===== config.mk =====
export PLATFORM = sky130hd
export DESIGN_NAME = tdm_demux_1x8
export DESIGN_NICKNAME = d
export VERILOG_FILES = /design/src/rtl/tdm_demux_1x8_pkg.sv /design/src/rtl/tdm_sync_fsm.sv /design/src/rtl/tdm_demux_1x8.sv
export SDC_FILE = /design/constraint.sdc
export NUM_CORES = 1
export LEC_CHECK = 0
export BUFFER_PORTS_ARGS = -buffer_cell sky130_fd_sc_hd__buf_2
export CAP_MARGIN = 10
export CORE_ASPECT_RATIO = 1.2
export CORE_UTILIZATION = 40
export CTS_CLUSTER_SIZE = 28
export DETAILED_ROUTE_END_ITERATION = 16
export HOLD_SLACK_MARGIN = 0.06
export PLACE_DENSITY_LB_ADDON = 0.15
export SETUP_SLACK_MARGIN = 0.4
export SLEW_MARGIN = 30
export SYNTH_ARGS = -nofsm -noshare
export SYNTH_HDL_FRONTEND = slang
export SYNTH_SLANG_ARGS = --single-unit
export TNS_END_PERCENT = 10

===== constraint.sdc =====
create_clock -name clk -period 6.26 [get_ports clk]
set_clock_uncertainty 0.1 [all_clocks]
set_input_delay 1.252 -clock clk [delete_from_list [all_inputs] [get_ports clk]]
set_output_delay 1.252 -clock clk [all_outputs]
set_load 0.05 [all_outputs]

===== src/rtl/tdm_demux_1x8_pkg.sv =====
// Shared types and constants for the 1-to-8 TDM demultiplexer.
package tdm_demux_1x8_pkg;

  localparam int NUM_CH = 8;
  localparam int SLOT_W = 3;

  typedef enum logic [1:0] {
    HUNT   = 2'd0,
    CHECK  = 2'd1,
    LOCKED = 2'd2
  } state_e;

endpackage


===== src/rtl/tdm_sync_fsm.sv =====
// Frame-alignment FSM: hunts for frame_sync, qualifies it over LOCK_FRAMES
// frames, and flags misplaced or missing syncs.
module tdm_sync_fsm
  import tdm_demux_1x8_pkg::*;
#(
  parameter int LOCK_FRAMES = 2
) (
  input  logic   clk,
  input  logic   rst,
  input  logic   beat_i,
  input  logic   sync_i,
  input  logic   slot_zero_i,
  output state_e state_o,
  output logic   locked_o,
  output logic   sync_err_o
);

  localparam logic       ONE_FRAME = (LOCK_FRAMES == 1);
  localparam logic [3:0] LOCK_CNT  = 4'(LOCK_FRAMES);

  state_e     state_q;
  logic [3:0] good_q;
  logic       locked_q;
  logic       sync_err_q;

  always_ff @(posedge clk or posedge rst) begin
    if (rst) begin
      state_q    <= HUNT;
      good_q     <= '0;
      locked_q   <= 1'b0;
      sync_err_q <= 1'b0;
    end else begin
      sync_err_q <= 1'b0;
      if (beat_i) begin
        if (state_q == HUNT) begin
          if (sync_i) begin
            good_q <= 4'd1;
            if (ONE_FRAME) begin
              state_q  <= LOCKED;
              locked_q <= 1'b1;
            end else begin
              state_q  <= CHECK;
            end
          end
        end else if (sync_i && slot_zero_i) begin
          if (state_q == CHECK) begin
            good_q <= good_q + 4'd1;
            if (good_q + 4'd1 >= LOCK_CNT) begin
              state_q  <= LOCKED;
              locked_q <= 1'b1;
            end
          end
        end else if (sync_i) begin
          // Sync landed off slot 0: realign on this beat and requalify.
          sync_err_q <= 1'b1;
          good_q     <= 4'd1;
          if (ONE_FRAME) begin
            state_q  <= LOCKED;
            locked_q <= 1'b1;
          end else begin
            state_q  <= CHECK;
            locked_q <= 1'b0;
          end
        end else if (slot_zero_i) begin
          sync_err_q <= 1'b1;
          good_q     <= '0;
          state_q    <= HUNT;
          locked_q   <= 1'b0;
        end
      end
    end
  end

  assign state_o    = state_q;
  assign locked_o   = locked_q;
  assign sync_err_o = sync_err_q;

endmodule


===== src/rtl/tdm_demux_1x8.sv =====
// Serial TDM demultiplexer: collects 8 slot bits per frame into a shadow
// register and publishes them on Y once per locked frame.
module tdm_demux_1x8
  import tdm_demux_1x8_pkg::*;
#(
  parameter int LOCK_FRAMES = 2
) (
  input  logic              clk,
  input  logic              rst,
  input  logic              din,
  input  logic              din_valid,
  input  logic              frame_sync,
  output logic [NUM_CH-1:0] Y,
  output logic              frame_done,
  output logic              sync_err,
  output logic              locked,
  output logic [SLOT_W-1:0] slot
);

  state_e              state;
  logic [SLOT_W-1:0]   slot_q, slot_d;
  logic [NUM_CH-1:0]   shadow_q, shadow_d;
  logic [NUM_CH-1:0]   y_q, y_d;
  logic                frame_done_q, frame_done_d;

  tdm_sync_fsm #(
    .LOCK_FRAMES (LOCK_FRAMES)
  ) u_sync_fsm (
    .clk         (clk),
    .rst         (rst),
    .beat_i      (din_valid),
    .sync_i      (frame_sync),
    .slot_zero_i (slot_q == '0),
    .state_o     (state),
    .locked_o    (locked),
    .sync_err_o  (sync_err)
  );

  // Any sync beat (good or misplaced) is taken as slot 0; a missing sync or
  // a beat while hunting is dropped with the slot parked at 0.
  always_comb begin
    slot_d       = slot_q;
    shadow_d     = shadow_q;
    y_d          = y_q;
    frame_done_d = 1'b0;
    if (din_valid) begin
      if (frame_sync) begin
        shadow_d[0] = din;
        slot_d      = SLOT_W'(1);
      end else if (state != HUNT && slot_q != '0) begin
        shadow_d[slot_q] = din;
        slot_d           = slot_q + 1'b1;
        if (state == LOCKED && slot_q == SLOT_W'(NUM_CH - 1)) begin
          y_d          = {din, shadow_q[NUM_CH-2:0]};
          frame_done_d = 1'b1;
        end
      end else begin
        slot_d = '0;
      end
    end
  end

  always_ff @(posedge clk or posedge rst) begin
    if (rst) begin
      slot_q       <= '0;
      shadow_q     <= '0;
      y_q          <= '0;
      frame_done_q <= 1'b0;
    end else begin
      slot_q       <= slot_d;
      shadow_q     <= shadow_d;
      y_q          <= y_d;
      frame_done_q <= frame_done_d;
    end
  end

  assign Y          = y_q;
  assign frame_done = frame_done_q;
  assign slot       = slot_q;

endmodule


; ---- Word-level counts from Yosys, hierarchy flattened
; Cells that the tools add are included.
[totals]
reg_bits = 28
latchBits = 0
ram_bits = 0
rom_bits = 0
inputBits = 5
output_inout_bits = 14
wordCells = 74
mem_count = 0
[op_classes]
add_sub_neg = 2
mul = 0
div = 0
order_cmp = 3
eq_ne = 8
n_shift = 0
n_mux = 34
n_bitwise = 2
reduce_logical = 16
[ops]
columns = operator, count
row1 = two-way mux 4 bit, 6
row2 = two-way mux 1 bit, 17
row3 = two-way mux 2 bit, 7
row4 = AND reduction 5 bit, 2
row5 = bitwise mux 8 bit, 1
row6 = AND reduction 4 bit, 2
row7 = two-way mux 3 bit, 2
row8 = "!= test 2 bit, second input constant", 3
row9 = "!= test 3 x 2 -> 1 bit, second input constant", 2
row10 = nonzero test 3 bit, 2
row11 = "adder 4 x 1 -> 4 bit, second input constant", 1
row12 = ">= comparator 4 x 2 -> 1 bit, second input constant", 1
row13 = logical AND 1 bit, 4
row14 = "< comparator 3 x 4 -> 1 bit, second input constant", 1
row15 = nonzero test 2 bit, 2
row16 = "adder 3 x 1 -> 3 bit, second input constant", 1
row17 = demux 1 bit (select 3 bit), 1
row18 = "equality test 3 bit, second input constant", 1
row19 = ">= comparator 3 x 1 -> 1 bit, second input constant", 1
row20 = logical NOT 3 bit, 1
row21 = AND reduction 3 bit, 1
row22 = "equality test 2 x 1 -> 1 bit, second input constant", 1
row23 = "equality test 2 bit, second input constant", 1
row24 = logical NOT 2 bit, 1
row25 = other kinds (2), 3

; ---- Depth between registers and ports, before layout
[depth]
depth_word = 7
ltp_mapped = 10
mapped_depth_nobuf = 9

; ---- Hierarchy
; From an unflattened synthesis, not the netlist that was laid out.
[hier_totals]
hier_cells = 130
hier_area_um2 = 1490.2
[modules_own_cells]
columns = module, instances, cells_each, area_per_inst_um2, seq_area_each_um2
row1 = tdm_demux_1x8, 1, 71, 944.7, 475.5
row2 = tdm_sync_fsm, 1, 59, 545.5, 200.2

; ---- Worst setup path after synthesis
; OpenSTA, ideal clock, no wires.
[synth_path]
path_kind = flip-flop to flip-flop
from = register slot_q[1] (netlist: slot[1])
to = register u_sync_fsm.good_q[2]
setup_ns = 0.064
arrival_time_ns = 2.485
t_required_ns = 6.096
slack_ns = 3.611
path_stages_with_launch = 11
path_buffers = 1
period_less_slack_ns = 2.649
cell_sequence = dfrtp_1 -> inv_1 -> ha_1 -> nor2b_1 -> inv_1 -> ha_1 -> nand2b_1 -> or3_1 -> clkbuf_1 -> nor3b_1 -> a21o_1
[synth_between]
elab_chain_len = 4
elab_cells_between_ends = 7
cone_classes = eq/ne (1) / mux (2) / reduce/logical (4)
[synth_lines]
columns = item, line
row1 = from (decl), tdm_demux_1x8.sv:21  ; logic [SLOT_W-1:0] slot_q, slot_d;
row2 = from (signal assigned), tdm_demux_1x8.sv:70  ; slot_q <= slot_d;
row3 = logical NOT 3 bit (*), tdm_demux_1x8.sv:33  ; .slot_zero_i (slot_q == '0),
row4 = logical AND 1 bit, tdm_sync_fsm.sv:45  ; end else if (sync_i && slot_zero_i) begin
row5 = != test 3 x 2 -> 1 bit (no source line) (tied with other cells), n/a
row6 = AND reduction 4 bit (no source line) / two-way mux 4 bit (equally long branches), n/a
row7 = to (signal assigned), tdm_sync_fsm.sv:47  ; good_q <= good_q + 4'd1;
row8 = to (decl), tdm_sync_fsm.sv:22  ; logic [3:0] good_q;
; Every way passes the cells marked *; elsewhere a longest branch is shown, timed or not.
; A chain may end at the register's enable or synchronous reset.

; ---- Final worst setup path
; Same ends and word-level chain as after synthesis.

==> reports/qor.log <==
INFO  grt            grt-ovfl-total=0
INFO  setup_path     reg2reg_setup_slack=3.60ns
INFO  finish         post_route_cells_drive_above_1_share=0.315
INFO  timing         rsz_0062_raised_after_global_routing=no
INFO  setup_path     cp-start-kind=register
INFO  route          firstDrtPassIters=4
INFO  logic_synthesis synth_seq_area_share=0.509
INFO  clock_network  tritoncts.num_buffers=3
INFO  setup_path     critical_path_arrival=2.80ns
INFO  hold_path      hold_start=u_sync_fsm.locked_o
INFO  logic_synthesis syn_area=1330um2
INFO  grt            track_usage=0.157
INFO  place          post-place-cells=162
INFO  clock_network  clock_tree.htree_level_count=1
INFO  logic_synthesis syn-mean-instance-area=11.9um2
INFO  timing         totalNegativeSetupSlack=0ns
INFO  logic_synthesis post_synth_and_or_nand_nor_area_fraction=0.135
INFO  flow_run       cap_violations=0
INFO  grt            grt_pass1_vias=896
INFO  die            initial_utilization=0.426
INFO  timing         max_clock_freq=376MHz
INFO  route          drt-total-wl=2.27mm
INFO  logic_synthesis ys_ff_latch=27
INFO  logic_synthesis warnings_from_yosys=0
INFO  die            core=3110um2
INFO  route          route.detailed.drc=0
INFO  place          final_replace_weighted_congestion=0.834
INFO  logic_synthesis muxShareOfSynthArea=0.136
INFO  logic_synthesis synthDistinctLibCells=33
INFO  logic_synthesis synthXorXnorAreaFrac=0.0132
INFO  timing         layout_worst_path_cycle_share=0.425
INFO  timing         endpoints_failing_hold=0
INFO  logic_synthesis synth_edf_count=0
INFO  grt            initial_antenna_violation_count=0
INFO  status         run_status=complete, no violations
INFO  setup_path     critical_path_required=6.40ns
INFO  grt            pin_count_of_the_biggest_net_entering_global_routing=28
INFO  timing         number_of_max_slew_violations_in_the_final_report=0
INFO  place          hpwl=1.67mm
INFO  route          vias=884
INFO  setup_path     crit_path_max_fanout=7
INFO  clock_network  worst_setup_hold_path_clk_slew=0.15ns
INFO  logic_synthesis synth_async_sr_flop_share=1.00
INFO  logic_synthesis synth_compound_area_frac=0.0943
INFO  setup_path     worst-setup-path-type=register to register
INFO  timing         setup_viol=0
INFO  clock_network  cts-root-buf=sky130_fd_sc_hd__clkbuf_4
INFO  pwr            pwr_density_cell=299nW/um2
INFO  logic_synthesis synthAdderAreaFrac=0.0755
INFO  finish         areaGrowthSynthToFinish=11.3%
INFO  setup_path     end_kind=register
INFO  pwr            total_leakage_power=0.780nW
INFO  hold_path      worstHoldPathCells=1
INFO  route          first_iter_violations=10
INFO  die            top_ports=19
INFO  clock_network  clk_path_buf_depth=2
INFO  finish         fin_nets=144
INFO  timing         timing.final.crit_period=2.66ns
INFO  setup_path     ff2ff_path_depth=9
INFO  route          drt_via_density=5.33
INFO  hold_path      timing.hold.worst.class=register to register
INFO  clock_network  cts_hold_buf=0
INFO  logic_synthesis syn_nets=124
INFO  die            area_of_the_die=3550um2
INFO  finish         diodes_inserted=0
INFO  setup_path     timing.rr.start=slot[1]
INFO  hold_path      capture_endpoint_of_the_worst_hold_path=u_sync_fsm.locked_o
INFO  clock_network  cts_tree=done
INFO  clock_network  clock_sink_count=27
INFO  clock_network  worstSkewPairLatency=0.33ns
INFO  route          routed_wire_length_per_instance=13.7um
INFO  grt            grt_pass1_wl=4.02mm
INFO  logic_synthesis synth_cells=111
INFO  setup_path     r2r-end=u_sync_fsm.good_q[2]
INFO  route          post_drt_antenna_nets=0
INFO  timing         tightestPinTransition=0.565ns
INFO  die            num_rows=22
INFO  clock_network  cts_resized=0
INFO  clock_network  cts_post_setup_buffers_inserted=0
INFO  timing         slew_margin_rel=0.623
INFO  pwr            max-vdd-ir-drop=0.177mV
INFO  place          io_buffer_count=18
INFO  die            die_width=54.6um
INFO  logic_synthesis synth_top_family_by_area=multiplexers
INFO  logic_synthesis yosys_most_used_dff=sky130_fd_sc_hd__dfrtp_1
INFO  die            fp.dieH=65.1um
INFO  finish         post_layout_nonfiller_instances=166
[critical path, cell delays in order (launching register included)]
cell and delay, ns:
sky130_fd_sc_hd__dfrtp_1 0.48, sky130_fd_sc_hd__inv_1 0.14, sky130_fd_sc_hd__ha_1 0.14, sky130_fd_sc_hd__nor2b_1 0.43
sky130_fd_sc_hd__inv_1 0.13, sky130_fd_sc_hd__ha_1 0.20, sky130_fd_sc_hd__nand2b_1 0.19, sky130_fd_sc_hd__a211oi_1 0.44
sky130_fd_sc_hd__o21ai_1 0.13, sky130_fd_sc_hd__a21o_1 0.19
[power breakdown]
group          total [W]  internal (W)  switching (W)
clock          0.0000784     0.0000244      0.0000539
combinational   0.000133     0.0000526      0.0000806
sequential      0.000230      0.000202      0.0000282
[layout by cell type (no fill, tap or decap), types with 3 or more instances in the layout]
master,synthesis,layout
sky130_fd_sc_hd__nand3_1,5,5
sky130_fd_sc_hd__dfrtp_1,27,27
sky130_fd_sc_hd__mux2_2,16,16
sky130_fd_sc_hd__inv_1,9,8
sky130_fd_sc_hd__nor2_1,6,6
sky130_fd_sc_hd__clkbuf_4,0,3
sky130_fd_sc_hd__nand2_1,4,4
sky130_fd_sc_hd__buf_2,0,18
sky130_fd_sc_hd__o22a_1,3,3
sky130_fd_sc_hd__ha_1,8,8
[layer usage]
metal,wire length (um),GRT usage,vias to the layer above
met2,1080,0.248,17
met5,0,0,-
li1,-,-,435
met3,66,0.0235,4
met1,1080,0.199,428
met4,49,0.0865,0
[logic make-up after synthesis]
group / count (synthesis)
AND/OR/NAND/NOR: 29
flip-flops: 27
AO/OA/AOI/OAI: 17
multiplexers: 16
buffers and inverters: 12
adder cells (fa/ha/maj): 8
XOR/XNOR: 2
[through the flow]
stage	util	instance area [um2]	hold slack (ns)	total power [W]	setup slack, ns
final	0.475	1480	0.405	0.000442	3.60
after global routing	0.475	1480	0.431	0.000473	3.35
after CTS	0.475	1480	0.412	0.000448	3.61
after detailed placement	0.465	1450	0.375	0.000369	3.46
after global placement	0.465	1450	0.378	0.000365	3.50
after floorplan	-	1330	0.375	0.000338	3.61
[cell usage after synthesis, types with 2 or more instances]
cell,count,area share
sky130_fd_sc_hd__nand2b_1,2,0.0094
sky130_fd_sc_hd__a211o_1,2,0.013
sky130_fd_sc_hd__inv_1,9,0.025
sky130_fd_sc_hd__nand2_1,4,0.011
sky130_fd_sc_hd__o21ai_0,2,0.0075
sky130_fd_sc_hd__dfrtp_1,27,0.51
sky130_fd_sc_hd__nor2_1,6,0.017
sky130_fd_sc_hd__nand4_1,2,0.0094
sky130_fd_sc_hd__mux2_2,16,0.14
sky130_fd_sc_hd__clkbuf_1,2,0.0057
sky130_fd_sc_hd__nor3_1,2,0.0075
sky130_fd_sc_hd__nand3_1,5,0.019
sky130_fd_sc_hd__o22a_1,3,0.020
sky130_fd_sc_hd__xnor2_1,2,0.013
sky130_fd_sc_hd__ha_1,8,0.075
sky130_fd_sc_hd__o2bb2ai_1,2,0.013
[flip-flops by register name (all words and copies together), names as in the netlist]
name / flops
u_sync_fsm.sync_err_o: 1
u_sync_fsm.good_q: 4
u_sync_fsm.state_o: 2
frame_done: 1
slot: 3
Y: 8
shadow_q: 7
u_sync_fsm.locked_o: 1
[area by class of cell]
| class | count | area, um2 |
|---|---|---|
| clock buffers | 3 | 22.5 |
| clock inverters | 1 | 7.51 |
| fillers | 291 | 1630 |
| inverters | 9 | 33.8 |
| multi-input cells | 72 | 602 |
| flip-flops and latches | 27 | 676 |
| well taps | 36 | 45.0 |
| repair buffers | 18 | 90.1 |
[worst max-delay path by stage]
| stage | start | to | slack, ns |
|---|---|---|---|
| after floorplan | slot[1] | u_sync_fsm.good_q[2] | 3.61 |
| after global placement | frame_sync | shadow_q[4] | 3.50 |
| after detailed placement | frame_sync | u_sync_fsm.good_q[2] | 3.46 |
| after CTS | slot[1] | u_sync_fsm.good_q[2] | 3.61 |
| after global routing | slot[1] | u_sync_fsm.good_q[2] | 3.35 |
| final | slot[1] | u_sync_fsm.good_q[2] | 3.60 |
(Power assumes the default switching activity.)
